File: src/rtl/serial_adder_nb.sv
// serial_adder_nb: bit-serial WIDTH-bit unsigned adder.
//
// A start pulse loads operands a, b and carry-in c_in. One bit pair per clock,
// LSB first, then passes through a 1-bit full-adder slice (fullAdder_1b). The
// slice's carry is registered between cycles. After WIDTH cycles the sum and
// carry-out are posted, and done pulses for one cycle.
//
// Ports:
//   clk    rising-edge clock
//   rst    asynchronous active-low reset
//   start  begin an addition (accepted in IDLE or DONE, ignored in RUN)
//   a, b   operands, sampled when start is accepted
//   c_in   carry-in, sampled when start is accepted
//   busy   high while bits are being processed
//   done   one-cycle pulse; sum/c_out valid from this cycle on
//   sum    last completed sum (modulo 2^WIDTH)
//   c_out  carry-out of the last completed addition
//   ovf    (only with SERIAL_ADDER_OVF_EN) signed overflow of the last addition
//
// Optional feature macro: SERIAL_ADDER_OVF_EN.

// 1-bit full-adder slice.
module fullAdder_1b (
    input  logic A,
    input  logic B,
    input  logic C_in,
    output logic S,
    output logic C_out
);
    assign S     = A ^ B ^ C_in;
    assign C_out = (A & B) | (C_in & (A ^ B));
endmodule

module serial_adder_nb #(
    parameter int unsigned WIDTH = 16
) (
    input  logic             clk,
    input  logic             rst,
    input  logic             start,
    input  logic [WIDTH-1:0] a,
    input  logic [WIDTH-1:0] b,
    input  logic             c_in,
    output logic             busy,
    output logic             done,
    output logic [WIDTH-1:0] sum,
    output logic             c_out
`ifdef SERIAL_ADDER_OVF_EN
    ,
    output logic             ovf
`endif
);

    localparam int unsigned     CntW    = $clog2(WIDTH) + 1;
    localparam logic [CntW-1:0] CntLast = CntW'(WIDTH - 1);

    typedef enum logic [1:0] {StIdle, StRun, StDone} state_e;

    state_e state_q, state_d;

    logic [WIDTH-1:0] a_sh_q, b_sh_q, acc_q, sum_q;
    logic             carry_q, c_out_q;
    logic [CntW-1:0]  cnt_q;

    logic fa_s, fa_c;
    logic load, step, last;

    // acc_q[0] is shifted out on the final bit and never consumed.
    logic unused_acc_lsb;
    assign unused_acc_lsb = acc_q[0];

    fullAdder_1b u_fa (
        .A     (a_sh_q[0]),
        .B     (b_sh_q[0]),
        .C_in  (carry_q),
        .S     (fa_s),
        .C_out (fa_c)
    );

    // Next-state and datapath enables.
    always_comb begin
        state_d = state_q;
        load    = 1'b0;
        step    = 1'b0;
        last    = (cnt_q == CntLast);
        unique case (state_q)
            StIdle: begin
                if (start) begin
                    load    = 1'b1;
                    state_d = StRun;
                end
            end
            StRun: begin
                step = 1'b1;
                if (last) begin
                    state_d = StDone;
                end
            end
            StDone: begin
                // Back-to-back: a start seen in DONE is accepted directly.
                if (start) begin
                    load    = 1'b1;
                    state_d = StRun;
                end else begin
                    state_d = StIdle;
                end
            end
            default: state_d = StIdle;
        endcase
    end

    always_ff @(posedge clk or negedge rst) begin
        if (!rst) begin
            state_q <= StIdle;
            a_sh_q  <= '0;
            b_sh_q  <= '0;
            acc_q   <= '0;
            carry_q <= 1'b0;
            cnt_q   <= '0;
            sum_q   <= '0;
            c_out_q <= 1'b0;
        end else begin
            state_q <= state_d;
            if (load) begin
                a_sh_q  <= a;
                b_sh_q  <= b;
                carry_q <= c_in;
                cnt_q   <= '0;
            end else if (step) begin
                a_sh_q  <= {1'b0, a_sh_q[WIDTH-1:1]};
                b_sh_q  <= {1'b0, b_sh_q[WIDTH-1:1]};
                acc_q   <= {fa_s, acc_q[WIDTH-1:1]};
                carry_q <= fa_c;
                cnt_q   <= cnt_q + CntW'(1);
                if (last) begin
                    sum_q   <= {fa_s, acc_q[WIDTH-1:1]};
                    c_out_q <= fa_c;
                end
            end
        end
    end

`ifdef SERIAL_ADDER_OVF_EN
    logic ovf_q;

    // On the final bit, carry_q is the carry into the MSB and fa_c the carry out.
    always_ff @(posedge clk or negedge rst) begin
        if (!rst) begin
            ovf_q <= 1'b0;
        end else if (step && last) begin
            ovf_q <= carry_q ^ fa_c;
        end
    end

    assign ovf = ovf_q;
`endif

    assign busy  = (state_q == StRun);
    assign done  = (state_q == StDone);
    assign sum   = sum_q;
    assign c_out = c_out_q;

endmodule

File: config.mk
export PLATFORM = sky130hd
export DESIGN_NAME = serial_adder_nb
export DESIGN_NICKNAME = d
export VERILOG_FILES = /design/src/rtl/serial_adder_nb.sv
export SDC_FILE = /design/constraint.sdc
export NUM_CORES = 1
export LEC_CHECK = 0
export BUFFER_PORTS_ARGS = -buffer_cell sky130_fd_sc_hd__clkbuf_2
export CORE_ASPECT_RATIO = 0.8
export CORE_UTILIZATION = 55
export DETAILED_ROUTE_END_ITERATION = 8
export PLACE_DENSITY = 0.79
export SETUP_SLACK_MARGIN = 0.3
export SYNTH_ARGS = -nofsm -noshare
export SYNTH_HDL_FRONTEND = slang
export SYNTH_SLANG_ARGS = --single-unit
File: constraint.sdc
create_clock -name clk -period 2.09 [get_ports clk]
set_input_delay 0.1045 -clock clk [delete_from_list [all_inputs] [get_ports clk]]
set_output_delay 0.1045 -clock clk [all_outputs]
set_load 0.02 [all_outputs]
==> impl_metrics.toml, run 1 <==
[run_status]
status = "complete, no violations"

[logic_synthesis]
synth_top_area_share_pct = 59.3
syn-cell-area_um2 = 3040
ys_types = 27
synth-edff-count = 0
postSynthRegisterBits = 72
synth.most_common_cell = "nand2_1"
mappedNetlistNets = 341
synth_top_area_cell = "dfrtp_1"
synth_ff_type = "dfrtp_1"
syn_inst = 302
synth_commonest_cells = "106 x nand2_1, 72 x dfrtp_1, 29 x nor2_1"
yosysWarnings = 0
synthTopCellsByArea = "dfrtp_1 59%, nand2_1 13%, a31oi_1 5.6%"
synth.avg_cell_area_um2 = 10.1
seq_area_frac_synth_pct = 59.3
synthArstFlopShare_pct = 100

[critical_path]
crit_slowest_cell = "dfrtp_1"
crit_arrival_ps = 1910
crit_family = "adder cells"
r2r_cells = 5
r2r_setup_slack_ps = 410
cp-start-kind = "flop"
cp_slowest_stage_delay_ps = 410
end_kind = "flop"
timing.rr.start = "cnt_q[0]"
cp.required_ps = 2320
r2r-end = "sum[14]"
worst-path-max-fanout = 9
critPathBufInv = 0
path_class = "reg2reg"
worstPathCellList = "ha_1 > and3_1 > ha_2 > nand2_4 > mux2_4"

[cts]
cts_root_buf = "clkbuf_8"
cts_tree = "yes"
path_clk_slew_ps = 70
cts_buffers = 9
post_cts_buffers = 0
clock_sink_count = 72
insertion_delay_ps = 340
clock_path_buffers = 2
cts.htree.levels = 3

[grt]
grt-ovfl-total = 0
grt_use_total_pct = 24.1
grt_pass1_vias = 2118
grt_pass1_wl_mm = 10.4
antenna_found_initial = 0
grt_max_degree = 40

[cells_and_area]
nNetsFinal = 404
nFillCells = 359
area_growth_pct = 22.0
drive_gt1_share_pct = 26.2
diodes = 0

[timing]
slew_violations = 0
hold_violations = 0
finalSetupViolCount = 0
fmax_mhz = 594
slew_headroom_pct = 57.1
rsz0062_at_grt = "no"
setup_tns_ps = 0
worstMarginPinSlew_ps = 642
layout_min_cycle_time_ps = 1680
fin_ws_ps = 406
hold_ws_ps = 6.84
fin_crit_sh_pct = 80.6
finalClockSkew_ps = 5.96

[die]
rows = 23
die_area_um2 = 5830
io_pins = 55
fp.dieW_um = 85.1
die-height_um = 68.5
core_um2 = 5150
initial_utilization_pct = 59.0

[routing]
ant_nets = 0
drcViolationCount = 0
firstDrtPassIters = 5
drtIter0Drc = 135
viasPerCell = 5.39
postRouteWirelength_mm = 6.35
vias = 2329
wl_per_cell_um = 14.7

[flow_run]
maxCapViolations = 0

[place]
gp_congestion = 0.783
port_buffers = 54
place_ws_ps = 239
dp_hpwl_mm = 3.86

[power_and_ir_drop]
pwr_density_cell_nw_per_um2 = 1610
ir_drop_uv = 789
leakage_nw = 1.87

[hold_path]
hold_path.class = "in2reg"
min_from = "b[3]"
whs_path_depth = 3
min_to = "b_sh_q[3]"
[layout by cell type, fill, tap and decap left out, types with 2 or more instances in the layout]
cell / n
nand2_1: 106
dfrtp_1: 72
clkbuf_2: 53
nor2_1: 29
a31oi_1: 27
dlygate4sd3_1: 12
clkbuf_8: 11
mux2_4: 9
mux2_2: 9
nand3_1: 4
buf_4: 4
a22oi_1: 3
inv_1: 2
nand2b_2: 2
nor2b_1: 2
o21ai_0: 2
mux2i_1: 2
a22o_1: 2
clkinv_2: 2
clkbuf_1: 2
buf_12: 2
[metal layers]
layer / GRT usage, % / vias up / part of all wire [%]
met5: 0 / - / 0
met4: 7.63 / 0 / 0.94
met3: 8.69 / 4 / 5.1
met2: 36.9 / 82 / 49
met1: 32.6 / 1117 / 45
li1: - / 1126 / -
[where the power goes]
group          leakage, nW  total, W  internal [W]  switching [W]
Clock                0.103   0.00109      0.000614       0.000478
Combinational        0.889   0.00237      0.000946        0.00142
Sequential           0.882   0.00249       0.00208       0.000416
[worst reg2reg max path, cell delays in order (launching register included)]
cell and delay [ps]:
dfrtp_1 410, ha_1 240, and3_1 190, ha_2 230, nand2_4 180, mux2_4 320
[worst max path at each step]
stage,from,endpoint,slack (ps),depth (start not counted)
floorplan,cnt_q[0],sum[10],410,6
global placement,state_q[0],sum[0],290,4
detailed placement,state_q[0],sum[2],240,4
CTS,cnt_q[0],c_out,320,5
global route,state_q[0],busy,330,3
finish,cnt_q[0],sum[14],410,5
[cell type report]
cell class	count	area (um^2)	share of cell area (%)
Timing Repair Buffer	71	455	12.3
Sequential cell	72	1800	48.6
Clock inverter	3	40.0	1.08
Tap cell	62	77.6	2.09
Multi-Input combinational cell	208	1150	31.0
Inverter	3	23.8	0.641
Clock buffer	13	159	4.29
[kinds of logic (layout without fill, tap and decap cells)]
group / count (synthesis) / count (layout) / share of synthesized area [%]
AOI/OAI and AO/OA: 37 / 37 / 7.87
adders and majority gates: 3 / 3 / 1.48
buffers and inverters: 23 / 90 / 3.79
DFF: 72 / 72 / 59.3
muxes: 20 / 20 / 8.44
and+or+nand+nor: 147 / 148 / 19.1
[state kept, by name (all words and copies together) (netlist names)]
register  flops
cnt_q         5
c_out         1
b_sh_q       16
sum          16
acc_q        15
state_q       2
carry_q       1
a_sh_q       16
[what timing repair did]
| action | in CTS | in global routing |
|---|---|---|
| endpoints found under the hold margin | 39 | 5 |
| gates resized for setup | 2 | 1 |
| gates cloned | 0 | 1 |
| setup endpoints to repair | 17 | 10 |
| pin swaps | 0 | 2 |
| hold buffers | 7 | 5 |
[metrics by stage]
step	instances	total power [W]	area (um^2)	utilization (%)
5_1_grt	432	0.00640	3710	71.9
4_1_cts	426	0.00594	3640	70.7
6_report	432	0.00595	3710	71.9
3_5_place_dp	403	0.00478	3360	65.2
3_3_place_gp	403	0.00466	3360	65.2
2_1_floorplan	302	0.00414	3040	-
No activity file was read; power rests on OpenSTA's default activity.
==> run 2, diff against run 1 <==
Clock period 2.09 ns to 1.6 ns, I/O delays scaled along.
==> run 2 against run 1 <==
- non-clock buffer count rose by 32
- flip-flop and latch count did not move
- wire length rose by 30%
- sequential share of layout area fell by 5.7 points
- critical path depth did not move
- critical endpoint is now sum[7]
- first-iteration DRC count rose by 130%
- global-route usage barely moved
==> impl_metrics.toml, run 2 (synthesis gave the netlist of run 1 again) <==
[routing]
vias = 2647
drcViolationCount = 0
firstDrtPassIters = 6
postRouteWirelength_mm = 8.28
viasPerCell = 5.67
drtIter0Drc = 317
wl_per_cell_um = 17.7
ant_nets = 0

[power_and_ir_drop]
p_int_w = 0.00536
power.share.clock_pct = 14.4
combPwrFrac_pct = 48.3
ir_drop_uv = 1200
sw_frac_of_total_pct = 39.9
leakage_nw = 2.11
seqPwrFrac_pct = 37.4
p_sw_w = 0.00355
pwr_density_cell_nw_per_um2 = 2120

[die]
rows = 23
initial_utilization_pct = 59.0
fp.dieW_um = 85.1
core_um2 = 5150
io_pins = 55
die-height_um = 68.5
die_area_um2 = 5830

[flow_run]
maxCapViolations = 0

[place]
dpl.cell_count = 405
dp_hpwl_mm = 3.88
gp_congestion = 0.740
port_buffers = 54

[cells_and_area]
diodes = 0
nFillCells = 281
layout_commonest_cell = "nand2_1"
area_growth_pct = 38.1
multi_input_area_um2 = 1260
nNetsFinal = 440
drive_gt1_share_pct = 30.9
final_cell_mix = "106 x nand2_1, 71 x dfrtp_1, 52 x clkbuf_2"
final-instance-count-excl-fill = 467
regArea_um2 = 1800

[cts]
clock_sink_count = 72
path_clk_slew_ps = 70
cts_tree = "yes"
cts.htree.levels = 3
clock_path_buffers = 2
insertion_delay_ps = 340
cts_buffers = 9
cts_root_buf = "clkbuf_8"

[grt]
grt-ovfl-total = 0
grt_max_degree = 39
grt_pass1_wl_mm = 10.5
grt_use_total_pct = 24.2
grt_pass1_vias = 2230
antenna_found_initial = 0

[critical_path]
end_kind = "flop"
crit_arrival_ps = 1790
cp.required_ps = 1830
cp-start-kind = "flop"
path_class = "reg2reg"
worst-path-max-fanout = 5

[hold_path]
hold_path.class = "in2reg"

[timing]
rsz0062_at_grt = "yes"
slew_headroom_pct = 74.6
fmax_mhz = 641
slew_violations = 0
layout_min_cycle_time_ps = 1560
fin_crit_sh_pct = 97.6
worstMarginPinSlew_ps = 382
finalClockSkew_ps = 8.14
finalSetupViolCount = 0
hold_violations = 0
hold_ws_ps = 5.22

[run_status]
status = "complete, no violations"
run 2: cell types whose count changed in the layout (fill, tap and decap cells not counted), sizes merged, moves of 2 or more:
| cell | delta |
|---|---|
| dlygate4sd3 | +13 |
| inv | +2 |
| nand2 | +2 |
| buf | +16 |
run 2: repair_timing:
item,CTS,global route
endpoints found under the setup margin,42,58
endpoints found under the hold margin,79,0
pin swaps,1,8
setup buffers,2,11
gates resized for setup,6,16
cloned,3,6
hold buffers,25,0
run 2: critical path: stages, from the launching register on:
cell and delay [ps]:
dfrtp_1 390, ha_4 150, and3_4 190, ha_4 270, nand2_4 120, mux2_4 310
run 2: worst paths after layout:
| kind | from | end | slack, ps | cells past startpoint |
|---|---|---|---|---|
| max in group asynchronous | rst | state_q[0] | 820 | 3 |
| min in group asynchronous | rst | sum[10] | 200 | 2 |
| worst min register to register | acc_q[1] | acc_q[1] | 480 | 2 |
| worst max-delay path | cnt_q[1] | sum[7] | 40 | 5 |
| worst max register to register | cnt_q[1] | sum[7] | 40 | 5 |
| worst min-delay path | b[3] | b_sh_q[3] | 5 | 3 |
run 2: layer usage:
layer | wire, um | global-route usage [%] | vias to the layer above | part of all wire, %
met5 | 0 | 0 | - | 0
met4 | 217 | 5.93 | 0 | 2.6
met3 | 632 | 7.36 | 28 | 7.6
met2 | 4040 | 40.1 | 153 | 49
met1 | 3390 | 31.6 | 1265 | 41
li1 | - | - | 1201 | -
run 2: through the flow:
stage	worst slack (ps)	util, %	TNS [ps]	total power [W]	instance area [um^2]
2_1_floorplan	25.8	-	0	0.00546	3070
3_3_place_gp	34.3	66.3	0	0.00620	3420
3_5_place_dp	3.92	66.3	0	0.00637	3420
4_1_cts	63.7	76.5	0	0.00796	3940
5_1_grt	-12.6	81.5	-24.9	0.00941	4200
6_report	39.0	81.5	0	0.00891	4200
run 2: final cells by class:
cell class	count	share of cell area [%]
Sequential cell	72	43.0
Timing Repair inverter	2	0.417
Clock inverter	3	0.417
Inverter	3	0.566
Clock buffer	12	3.70
Tap cell	62	1.85
Timing Repair Buffer	103	20.1
Multi-Input combinational cell	210	30.0
run 2: power by group through the flow:
stage / clock, W / combinational [W] / sequential (W)
after floorplan: 0 / 0.00206 / 0.00340
after CTS: 0.00128 / 0.00343 / 0.00325
after detailed placement: 0 / 0.00309 / 0.00328
after global routing: 0.00137 / 0.00461 / 0.00342
final: 0.00128 / 0.00430 / 0.00333
after global placement: 0 / 0.00297 / 0.00323
==> run 3, diff against run 2 <==
Settings changed: CORE_MARGIN set to 2, MAX_ROUTING_LAYER set to met4.
==> run 3 against run 2 <==
- via count rose by 9.5%
- sequential power increased by 1%
- flip-flop and latch count unchanged
- clock power increased by 11%
- critical path type unchanged
- critical endpoint is now sum[14]
- global-route usage increased by 4.2 points
- largest power group unchanged
- worst setup slack worse by 2.1 ps
==> impl_metrics.toml, run 3 (synthesis gave the netlist of run 1 again) <==
[cells_and_area]
final_cell_mix = "101 x nand2_1, 72 x dfrtp_1, 51 x clkbuf_2"
drive_gt1_share_pct = 35.1
area_growth_pct = 46.2
regArea_um2 = 1800
nFillCells = 240
final_util_pct = 82.6
multi_input_area_um2 = 1300
final_area_um2 = 4440
nNetsFinal = 458
layout_commonest_cell = "nand2_1"

[critical_path]
cp-start-kind = "flop"
end_kind = "flop"
cp.required_ps = 1860
path_class = "reg2reg"
worstPathCellList = "ha_2 > and3_4 > ha_4 > nand2_8 > mux2_4"
worst-path-max-fanout = 9
crit_arrival_ps = 1820
cp_slowest_stage_delay_ps = 360
crit_slowest_cell = "dfrtp_1"

[cts]
cts_buffers = 9
insertion_delay_ps = 370
clock_sink_count = 72
cts_root_buf = "clkbuf_8"
cts.htree.levels = 3
clock_path_buffers = 2
cts_tree = "yes"
path_clk_slew_ps = 80

[die]
rows = 24
die_area_um2 = 6140
fp.dieW_um = 87.1
core_um2 = 5380
initial_utilization_pct = 56.5
die-height_um = 70.5
io_pins = 55

[routing]
drtIter0Drc = 339
wl_per_cell_um = 19.6
drcViolationCount = 0
ant_nets = 0
firstDrtPassIters = 6
postRouteWirelength_mm = 9.61
viasPerCell = 5.92
vias = 2899

[place]
dp_hpwl_mm = 3.98
place_area_um2 = 3450
gp_congestion = 0.759
port_buffers = 54

[power_and_ir_drop]
pwr_density_cell_nw_per_um2 = 2170
leakage_nw = 2.20
ir_drop_uv = 1060
power_w = 0.00964

[timing]
fin_crit_sh_pct = 97.7
layout_min_cycle_time_ps = 1560
slew_violations = 0
fmax_mhz = 640
finalSetupViolCount = 0
worstMarginPinSlew_ps = 558
hold_violations = 0
finalClockSkew_ps = 8.82
slew_headroom_pct = 62.8
rsz0062_at_grt = "yes"
hold_ws_ps = 11.5

[grt]
grt_max_degree = 43
grt-ovfl-total = 0
grt_pass1_wl_mm = 12.7
grt_use_total_pct = 28.4
antenna_found_initial = 1
grt_pass1_vias = 2557

[run_status]
status = "complete, no violations"

[flow_run]
maxCapViolations = 0

[hold_path]
hold_path.class = "in2reg"
[run 3: cell types whose count changed in the layout (fill, tap and decap cells not counted), moves of 4 or more]
| cell | change |
|---|---|
| buf_4 | +8 |
| dlygate4sd3_1 | +7 |
| nand2_1 | -5 |
| nand2_2 | +5 |
| buf_12 | +4 |
[run 3: path summary, 6_finish.rpt]
path / from / end / slack (ps) / cells after the start
worst max-delay path: cnt_q[1] / sum[14] / 40 / 5
worst min-delay path: b[0] / b_sh_q[0] / 10 / 3
worst max register to register: cnt_q[1] / sum[14] / 40 / 5
worst min register to register: cnt_q[3] / cnt_q[3] / 490 / 1
max in group asynchronous: rst / sum[6] / 820 / 3
min in group asynchronous: rst / sum[8] / 250 / 2
[run 3: where the power goes]
group	leakage (nW)	switching [W]	internal (W)
registers	0.882	0.000654	0.00271
logic	1.23	0.00257	0.00228
clock network	0.0921	0.000708	0.000711
[run 3: area by class of cell]
cell class	count	area share (%)
flip-flops and latches	72	40.6
multi-input cells	209	29.3
repair buffers	122	22.9
clock buffers	10	2.87
well taps	65	1.83
clock inverters	6	1.35
repair inverters	2	0.564
inverters	3	0.535
diodes	1	0.0564
[run 3: what timing repair did]
action,CTS,global route
hold endpoints to repair,71,0
gates cloned,4,3
setup buffers,6,16
pin swaps,4,6
hold buffers,32,0
endpoints found under the setup margin,40,57
gates resized for setup,14,38
[run 3: critical path, delay by kind of cell (launching register included)]
kind                     cells  cell delay [ps]
adder cells (fa/ha/maj)      2              440
AND/OR/NAND/NOR              2              320
multiplexers                 1              320
flip-flops                   1              360
[run 3: routing by layer]
metal  routed length, um  vias up  track usage (%)
li1                    -     1239                -
met3                 924       64             8.87
met2                4580      205             43.1
met1                3710     1391             36.4
met5                   0        -                -
met4                 391        0             9.74
[run 3: stage by stage]
stage                     std cells  setup WS, ps  TNS (ps)
after floorplan                 302          25.8         0
after global placement          412          38.2         0
after detailed placement        412         -16.9     -59.2
after CTS                       470          69.2         0
after global routing            490         -1.32     -2.11
final                           490          36.9         0
